[src/rtl/aes_key_pkg.sv]
// rtl/aes_key_pkg.sv - shared key widths, key mode and load FSM state types, key mask helper
package aes_key_pkg;

  localparam int KEY_W = 256;

  typedef enum logic [1:0] {
    KM_128 = 2'b00,
    KM_192 = 2'b01,
    KM_256 = 2'b10
  } key_mode_t;

  typedef enum logic [2:0] {
    IDLE,
    START,
    WAIT_DROP,
    WAIT_RDY,
    DONE
  } keyload_state_t;

  // Bits of a right-aligned key that are meaningful for a given mode; 2'b11 never reaches capture.
  function automatic logic [KEY_W-1:0] key_mask(input logic [1:0] mode);
    case (mode)
      KM_128:  key_mask = {{(KEY_W-128){1'b0}}, {128{1'b1}}};
      KM_192:  key_mask = {{(KEY_W-192){1'b0}}, {192{1'b1}}};
      default: key_mask = {KEY_W{1'b1}};
    endcase
  endfunction

endpackage

[src/rtl/key_load_ctrl_if.sv]
// rtl/key_load_ctrl_if.sv - host request/completion and key bus signals of the key load controller
interface key_load_ctrl_if;
  import aes_key_pkg::*;

  logic             key_valid;
  logic             key_ready;
  logic [KEY_W-1:0] key_in;
  logic [1:0]       key_mode_in;
  logic             key_done;
  logic             key_err;
  logic             busy;
  logic [KEY_W-1:0] kb_key;
  logic [1:0]       kb_key_mode;
  logic             kb_start;
  logic             kb_key_ready;

  modport master (
    input  key_valid, key_in, key_mode_in, kb_key_ready,
    output key_ready, key_done, key_err, busy, kb_key, kb_key_mode, kb_start
  );

  modport slave (
    output key_valid, key_in, key_mode_in, kb_key_ready,
    input  key_ready, key_done, key_err, busy, kb_key, kb_key_mode, kb_start
  );

endinterface

[src/rtl/keyload_timer.sv]
// rtl/keyload_timer.sv - per-phase wait counter that flags the last allowed cycle
module keyload_timer #(
  parameter int TIMEOUT_CYCLES = 1024
) (
  input  logic clk,
  input  logic resetN,
  input  logic clear,
  input  logic enable,
  output logic expired
);

  localparam int CNT_W = $clog2(TIMEOUT_CYCLES + 1);

  logic [CNT_W-1:0] count;

  // Count cycles spent in the current wait phase; clear restarts it at phase entry.
  always_ff @(posedge clk) begin
    if (!resetN || clear) begin
      count <= '0;
    end else if (enable) begin
      count <= count + 1'b1;
    end
  end

  assign expired = enable && (count == CNT_W'(TIMEOUT_CYCLES - 1));

endmodule

[src/rtl/key_load_ctrl.sv]
// rtl/key_load_ctrl.sv - key bus initiator: host handshake, start pulse, ready tracking; KEYLOAD_TIMEOUT_EN adds wait timeouts
module key_load_ctrl
  import aes_key_pkg::*;
#(
  parameter int TIMEOUT_CYCLES = 1024
) (
  input  logic           clk,
  input  logic           resetN,
  key_load_ctrl_if.master bus
);

  if (TIMEOUT_CYCLES < 2) begin : g_bad_timeout
    $error("key_load_ctrl: TIMEOUT_CYCLES must be at least 2");
  end

  keyload_state_t state;
  logic           timeout_hit;

`ifdef KEYLOAD_TIMEOUT_EN
  logic timer_clear;
  logic timer_enable;

  // Restart the counter on entry to each wait phase and run it while waiting.
  always_comb begin
    timer_clear  = (state == START) || ((state == WAIT_DROP) && !bus.kb_key_ready);
    timer_enable = (state == WAIT_DROP) || (state == WAIT_RDY);
  end

  keyload_timer #(
    .TIMEOUT_CYCLES(TIMEOUT_CYCLES)
  ) u_timer (
    .clk    (clk),
    .resetN (resetN),
    .clear  (timer_clear),
    .enable (timer_enable),
    .expired(timeout_hit)
  );
`else
  assign timeout_hit = 1'b0;
`endif

  // Load sequencer; every host and key bus output is registered alongside the state.
  always_ff @(posedge clk) begin
    if (!resetN) begin
      state           <= IDLE;
      bus.key_ready   <= 1'b1;
      bus.key_done    <= 1'b0;
      bus.key_err     <= 1'b0;
      bus.busy        <= 1'b0;
      bus.kb_key      <= '0;
      bus.kb_key_mode <= 2'b00;
      bus.kb_start    <= 1'b0;
    end else begin
      bus.key_done <= 1'b0;
      bus.kb_start <= 1'b0;
      case (state)
        IDLE: begin
          if (bus.key_valid && bus.key_ready) begin
            if (bus.key_mode_in == 2'b11) begin
              bus.key_err <= 1'b1;
            end else begin
              bus.kb_key      <= bus.key_in & key_mask(bus.key_mode_in);
              bus.kb_key_mode <= bus.key_mode_in;
              bus.key_err     <= 1'b0;
              bus.kb_start    <= 1'b1;
              bus.key_ready   <= 1'b0;
              bus.busy        <= 1'b1;
              state           <= START;
            end
          end
        end
        START: begin
          state <= WAIT_DROP;
        end
        WAIT_DROP: begin
          if (!bus.kb_key_ready) begin
            state <= WAIT_RDY;
          end else if (timeout_hit) begin
            bus.key_err   <= 1'b1;
            bus.key_ready <= 1'b1;
            bus.busy      <= 1'b0;
            state         <= IDLE;
          end
        end
        WAIT_RDY: begin
          if (bus.kb_key_ready) begin
            bus.key_done <= 1'b1;
            state        <= DONE;
          end else if (timeout_hit) begin
            bus.key_err   <= 1'b1;
            bus.key_ready <= 1'b1;
            bus.busy      <= 1'b0;
            state         <= IDLE;
          end
        end
        DONE: begin
          bus.key_ready <= 1'b1;
          bus.busy      <= 1'b0;
          state         <= IDLE;
        end
        default: begin
          bus.key_ready <= 1'b1;
          bus.busy      <= 1'b0;
          state         <= IDLE;
        end
      endcase
    end
  end

endmodule

[src/flat_wrapper.sv]
// flat-port wrapper written by rule: the top's interface ports become plain ports
module key_load_ctrl_flat import aes_key_pkg::*;
#(
  parameter int TIMEOUT_CYCLES = 1024
)
  (clk, resetN, bus_key_valid, bus_key_in, bus_key_mode_in, bus_kb_key_ready, bus_key_ready, bus_key_done, bus_key_err, bus_busy, bus_kb_key, bus_kb_key_mode, bus_kb_start);
  key_load_ctrl_if bus_i ();
  input  logic clk;
  input  logic resetN;
  input wire logic [$bits(bus_i.key_valid)-1:0] bus_key_valid;
  input wire logic [$bits(bus_i.key_in)-1:0] bus_key_in;
  input wire logic [$bits(bus_i.key_mode_in)-1:0] bus_key_mode_in;
  input wire logic [$bits(bus_i.kb_key_ready)-1:0] bus_kb_key_ready;
  output wire logic [$bits(bus_i.key_ready)-1:0] bus_key_ready;
  output wire logic [$bits(bus_i.key_done)-1:0] bus_key_done;
  output wire logic [$bits(bus_i.key_err)-1:0] bus_key_err;
  output wire logic [$bits(bus_i.busy)-1:0] bus_busy;
  output wire logic [$bits(bus_i.kb_key)-1:0] bus_kb_key;
  output wire logic [$bits(bus_i.kb_key_mode)-1:0] bus_kb_key_mode;
  output wire logic [$bits(bus_i.kb_start)-1:0] bus_kb_start;
  assign bus_i.key_valid = bus_key_valid;
  assign bus_i.key_in = bus_key_in;
  assign bus_i.key_mode_in = bus_key_mode_in;
  assign bus_i.kb_key_ready = bus_kb_key_ready;
  assign bus_key_ready = bus_i.key_ready;
  assign bus_key_done = bus_i.key_done;
  assign bus_key_err = bus_i.key_err;
  assign bus_busy = bus_i.busy;
  assign bus_kb_key = bus_i.kb_key;
  assign bus_kb_key_mode = bus_i.kb_key_mode;
  assign bus_kb_start = bus_i.kb_start;
  key_load_ctrl #(.TIMEOUT_CYCLES(TIMEOUT_CYCLES)) u_core (.clk(clk), .resetN(resetN), .bus(bus_i));
endmodule
[config.mk]
export PLATFORM = sky130hd
export DESIGN_NAME = key_load_ctrl_flat
export DESIGN_NICKNAME = d
export VERILOG_FILES = /design/src/rtl/aes_key_pkg.sv /design/src/rtl/key_load_ctrl_if.sv /design/src/rtl/keyload_timer.sv /design/src/rtl/key_load_ctrl.sv /design/src/flat_wrapper.sv
export SDC_FILE = /design/constraint.sdc
export NUM_CORES = 1
export LEC_CHECK = 0
export ABC_AREA = 1
export CAP_MARGIN = 20
export CORE_AREA = 2 2 204 206
export CTS_CLUSTER_SIZE = 28
export DETAILED_ROUTE_END_ITERATION = 10
export DIE_AREA = 0 0 206 208
export PLACE_DENSITY = 0.58
export SYNTH_ARGS = -nofsm -noshare
export SYNTH_HDL_FRONTEND = slang
export SYNTH_HIERARCHICAL = 1
export SYNTH_SLANG_ARGS = --single-unit
[constraint.sdc]
create_clock -name clk -period 4.3 [get_ports clk]
set_clock_uncertainty 0.05 [all_clocks]
set_input_delay 1.29 -clock clk [delete_from_list [all_inputs] [get_ports clk]]
set_output_delay 1.29 -clock clk [all_outputs]
set_load 0.01 [all_outputs]
==> metrics <==
status finished clean; Tightest Hold Check Type reg -> reg; critical path's slowest cell clkdlybuf4s50_1; CP Cell Sequence clkdlybuf4s50_1 > nand2_1 > inv_1 > nand2_1 > nor2_4 > nand2_2 > inv_4 > buf_12 > nand2_1 > nand2_1; Post-Route WL 33500 um; root buf cell clkbuf_16; CP Capture Point u_core/bus.kb_key[55]; total grt overflow 0; Synth Net Count 1420; Cells after Synth 1158; multi-input logic area 3330 um2; width of the chip 206 um; final hold vios 0; Pwr Density 473 nW/um2; layout cells sized above 1 5.11%; CP max FO 70; Largest stage delay, worst path 0.45 ns; cell depth of the worst setup path 10; CP arrival 3.44 ns; reg-to-reg endpoint u_core/bus.kb_key[55]; DR WL/cell 15.1 um; setup violators final 0; clock latency on the worst-skew pair 0.55 ns; die height 208 um; max-cap violation count 0; initial antenna violation count 3; Slew headroom 49.8%; crit path buf inv count 4; RD Place Congestion 0.825; Worst Reg-to-Reg Cells 9; CTS sink count 266; min Tclk post-route 3.00 ns; Via density 4.13; Top Ports 525; Port-buffer cells 524; Crit. End Element register; CTS tree done; DR pass1 iterations 5; WS Path Type in -> reg; DRC Markers 0; Area growth syn-to-layout 74.6%; post-synthesis sequential area ratio 58.6%; Final Net Count 1923; crit-path leading delay family buffers and inverters; Post-CTS Setup Inserts 0; Max Clock Freq 0.333 GHz; DP HPWL 24600 um; pin count of the biggest net entering global routing 87; final worst path period share 69.7%; routed vias 9171; Post-DRT Antenna Nets 0; Required @ worst endpoint 4.74 ns; Syn. warnings 6; Fin Setup TNS 0 ns; first-pass GRT wire length 50300 um; Initial Util 22.4%; CTS Hold Bufs 0; Num CTS Buffers 31; Leak Pwr 6.78 nW; Peak VDD IR 0.000250 V; die area 42800 um2; maximum clock path buffer count 3; Reg area 5330 um2; gr usage total 14.7%; Worst setup SP type primary input; FP Rows 74; RR Startpoint u_core/bus.key_ready; FF+latch count, synth 266; RSZ-0062 raised after global routing no; number of global-route vias before repair 8899; fill cell count 4122; CTS clk-pin slew, worst paths 0.06 ns; cts repair resizes 0; # H-tree levels 1; count of different cell masters after synthesis 23; Most common cell on crit path nand2_1; initial DRC count 580; Avg Cell Area, Syn 7.84 um2; flop-to-flop setup slack 2.12 ns; placed cells 2160; synthesized area 9080 um2; fin cells 2218; Core ar. 40600 um2; Critical Path Start bus_key_valid; Pins Over Slew Limit 0; worst-margin pin slew 0.753 ns
worst reg2reg max path, stage by stage, from the launching register on:
cell and delay (ns):
dfxtp_1 0.36, nand2_1 0.08, inv_1 0.07, nand2_1 0.10
nor2_4 0.42, nand2_2 0.15, inv_4 0.33, buf_12 0.34
nand2_1 0.16, nand2_1 0.07
sequential cells by signal, indices dropped and copies added (netlist names):
name,flops
u_core/bus.busy,1
u_core/bus.kb_key,256
u_core/bus.kb_key_mode,2
u_core/bus.kb_start,1
u_core/bus.key_done,1
u_core/bus.key_err,1
u_core/bus.key_ready,1
u_core/state,3
area by class of cell:
cell class | instances | share of cell area (%)
clock inverter | 12 | 0.615
inverter | 8 | 0.205
clock buffer | 43 | 5.81
tap | 532 | 4.20
multi-input combinational | 808 | 21.0
antenna | 3 | 0.0473
sequential | 266 | 33.6
timing repair buffer | 546 | 34.6
cell usage in the layout, fill, tap and decap left out:
cell / n
inv_1: 4
diode_2: 3
clkinvlp_4: 1
bufinv_16: 1
buf_2: 1
nand2_1: 659
clkbuf_16: 31
nor4_1: 2
nand2_2: 1
inv_4: 1
nand3_1: 5
clkbuf_1: 2
nand4_1: 64
inv_8: 1
clkdlybuf4s50_1: 523
dfxtp_1: 266
nor2_1: 4
o21ai_1: 8
nand3_4: 1
buf_12: 6
buf_4: 16
a21oi_1: 2
or2_2: 1
nor2_4: 2
o21a_1: 1
clkinv_2: 8
inv_2: 3
nor2_2: 1
o21ai_0: 57
clkbuf_8: 10
clkinv_4: 1
per-stage QoR:
stage                     hold slack (ns)  setup slack, ns  power (mW)  util [%]  instance area, um2
after CTS                           0.402             1.29        7.62      39.1               15900
final                               0.399             1.30        7.50      39.1               15900
after global placement              0.385            0.769        4.96      36.6               14800
after floorplan                     0.416             1.87        3.82         -                9080
after detailed placement            0.388            0.715        4.98      36.6               14800
after global routing                0.413             1.09        7.88      39.1               15900
worst min-delay path by stage:
| stage | startpoint | slack (ns) | depth (start not counted) | endpoint |
|---|---|---|---|---|
| 4_1_cts | u_core/bus.kb_key[25] | 0.40 | 2 | u_core/bus.kb_key[25] |
| 5_1_grt | u_core/bus.kb_key[204] | 0.41 | 2 | u_core/bus.kb_key[204] |
| 3_3_place_gp | u_core/bus.kb_key[4] | 0.39 | 2 | u_core/bus.kb_key[4] |
| 3_5_place_dp | u_core/bus.kb_key[87] | 0.39 | 2 | u_core/bus.kb_key[87] |
| 2_1_floorplan | u_core/state[2] | 0.42 | 1 | u_core/bus.key_done |
| 6_report | u_core/bus.kb_key[117] | 0.40 | 2 | u_core/bus.kb_key[117] |
logic make-up (layout without fill, tap and decap cells):
group	Yosys count	in the layout	synth area share, %
compound gates	68	68	3.78
buf+inv	84	609	4.79
flops	266	266	58.6
other cells	0	3	0
simple gates	740	740	32.8
synth_stat cells:
cell	count	area (um2)
o21a_1	1	7.51
inv_1	4	15.0
a21oi_1	2	10.0
o21ai_0	57	285
nor2_2	1	6.26
clkinv_2	1	5.00
nand3_4	1	17.5
nor2_4	1	11.3
dfxtp_1	266	5330
inv_2	3	11.3
nand4_1	64	400
or2_2	1	6.26
o21ai_1	8	40.0
buf_8	1	15.0
clkbuf_1	38	143
nor4_1	2	12.5
nand2_2	1	6.26
buf_2	26	130
buf_6	10	113
nand3_1	5	25.0
buf_1	1	3.75
nor2_1	5	18.8
nand2_1	659	2470
per-layer routing:
metal / share of wire (%) / vias to the layer above / GRT usage, %
li1: - / 4664 / -
met3: 8.8 / 63 / 4.18
met2: 46 / 336 / 24.4
met4: 3.4 / 0 / 5.99
met1: 42 / 4108 / 17.9
met5: 0 / - / 0
power breakdown:
part | switching [mW] | internal (mW)
registers | 0.184 | 2.82
clock network | 1.04 | 1.54
logic | 0.927 | 0.981
Power figures use the tool's default switching activity.
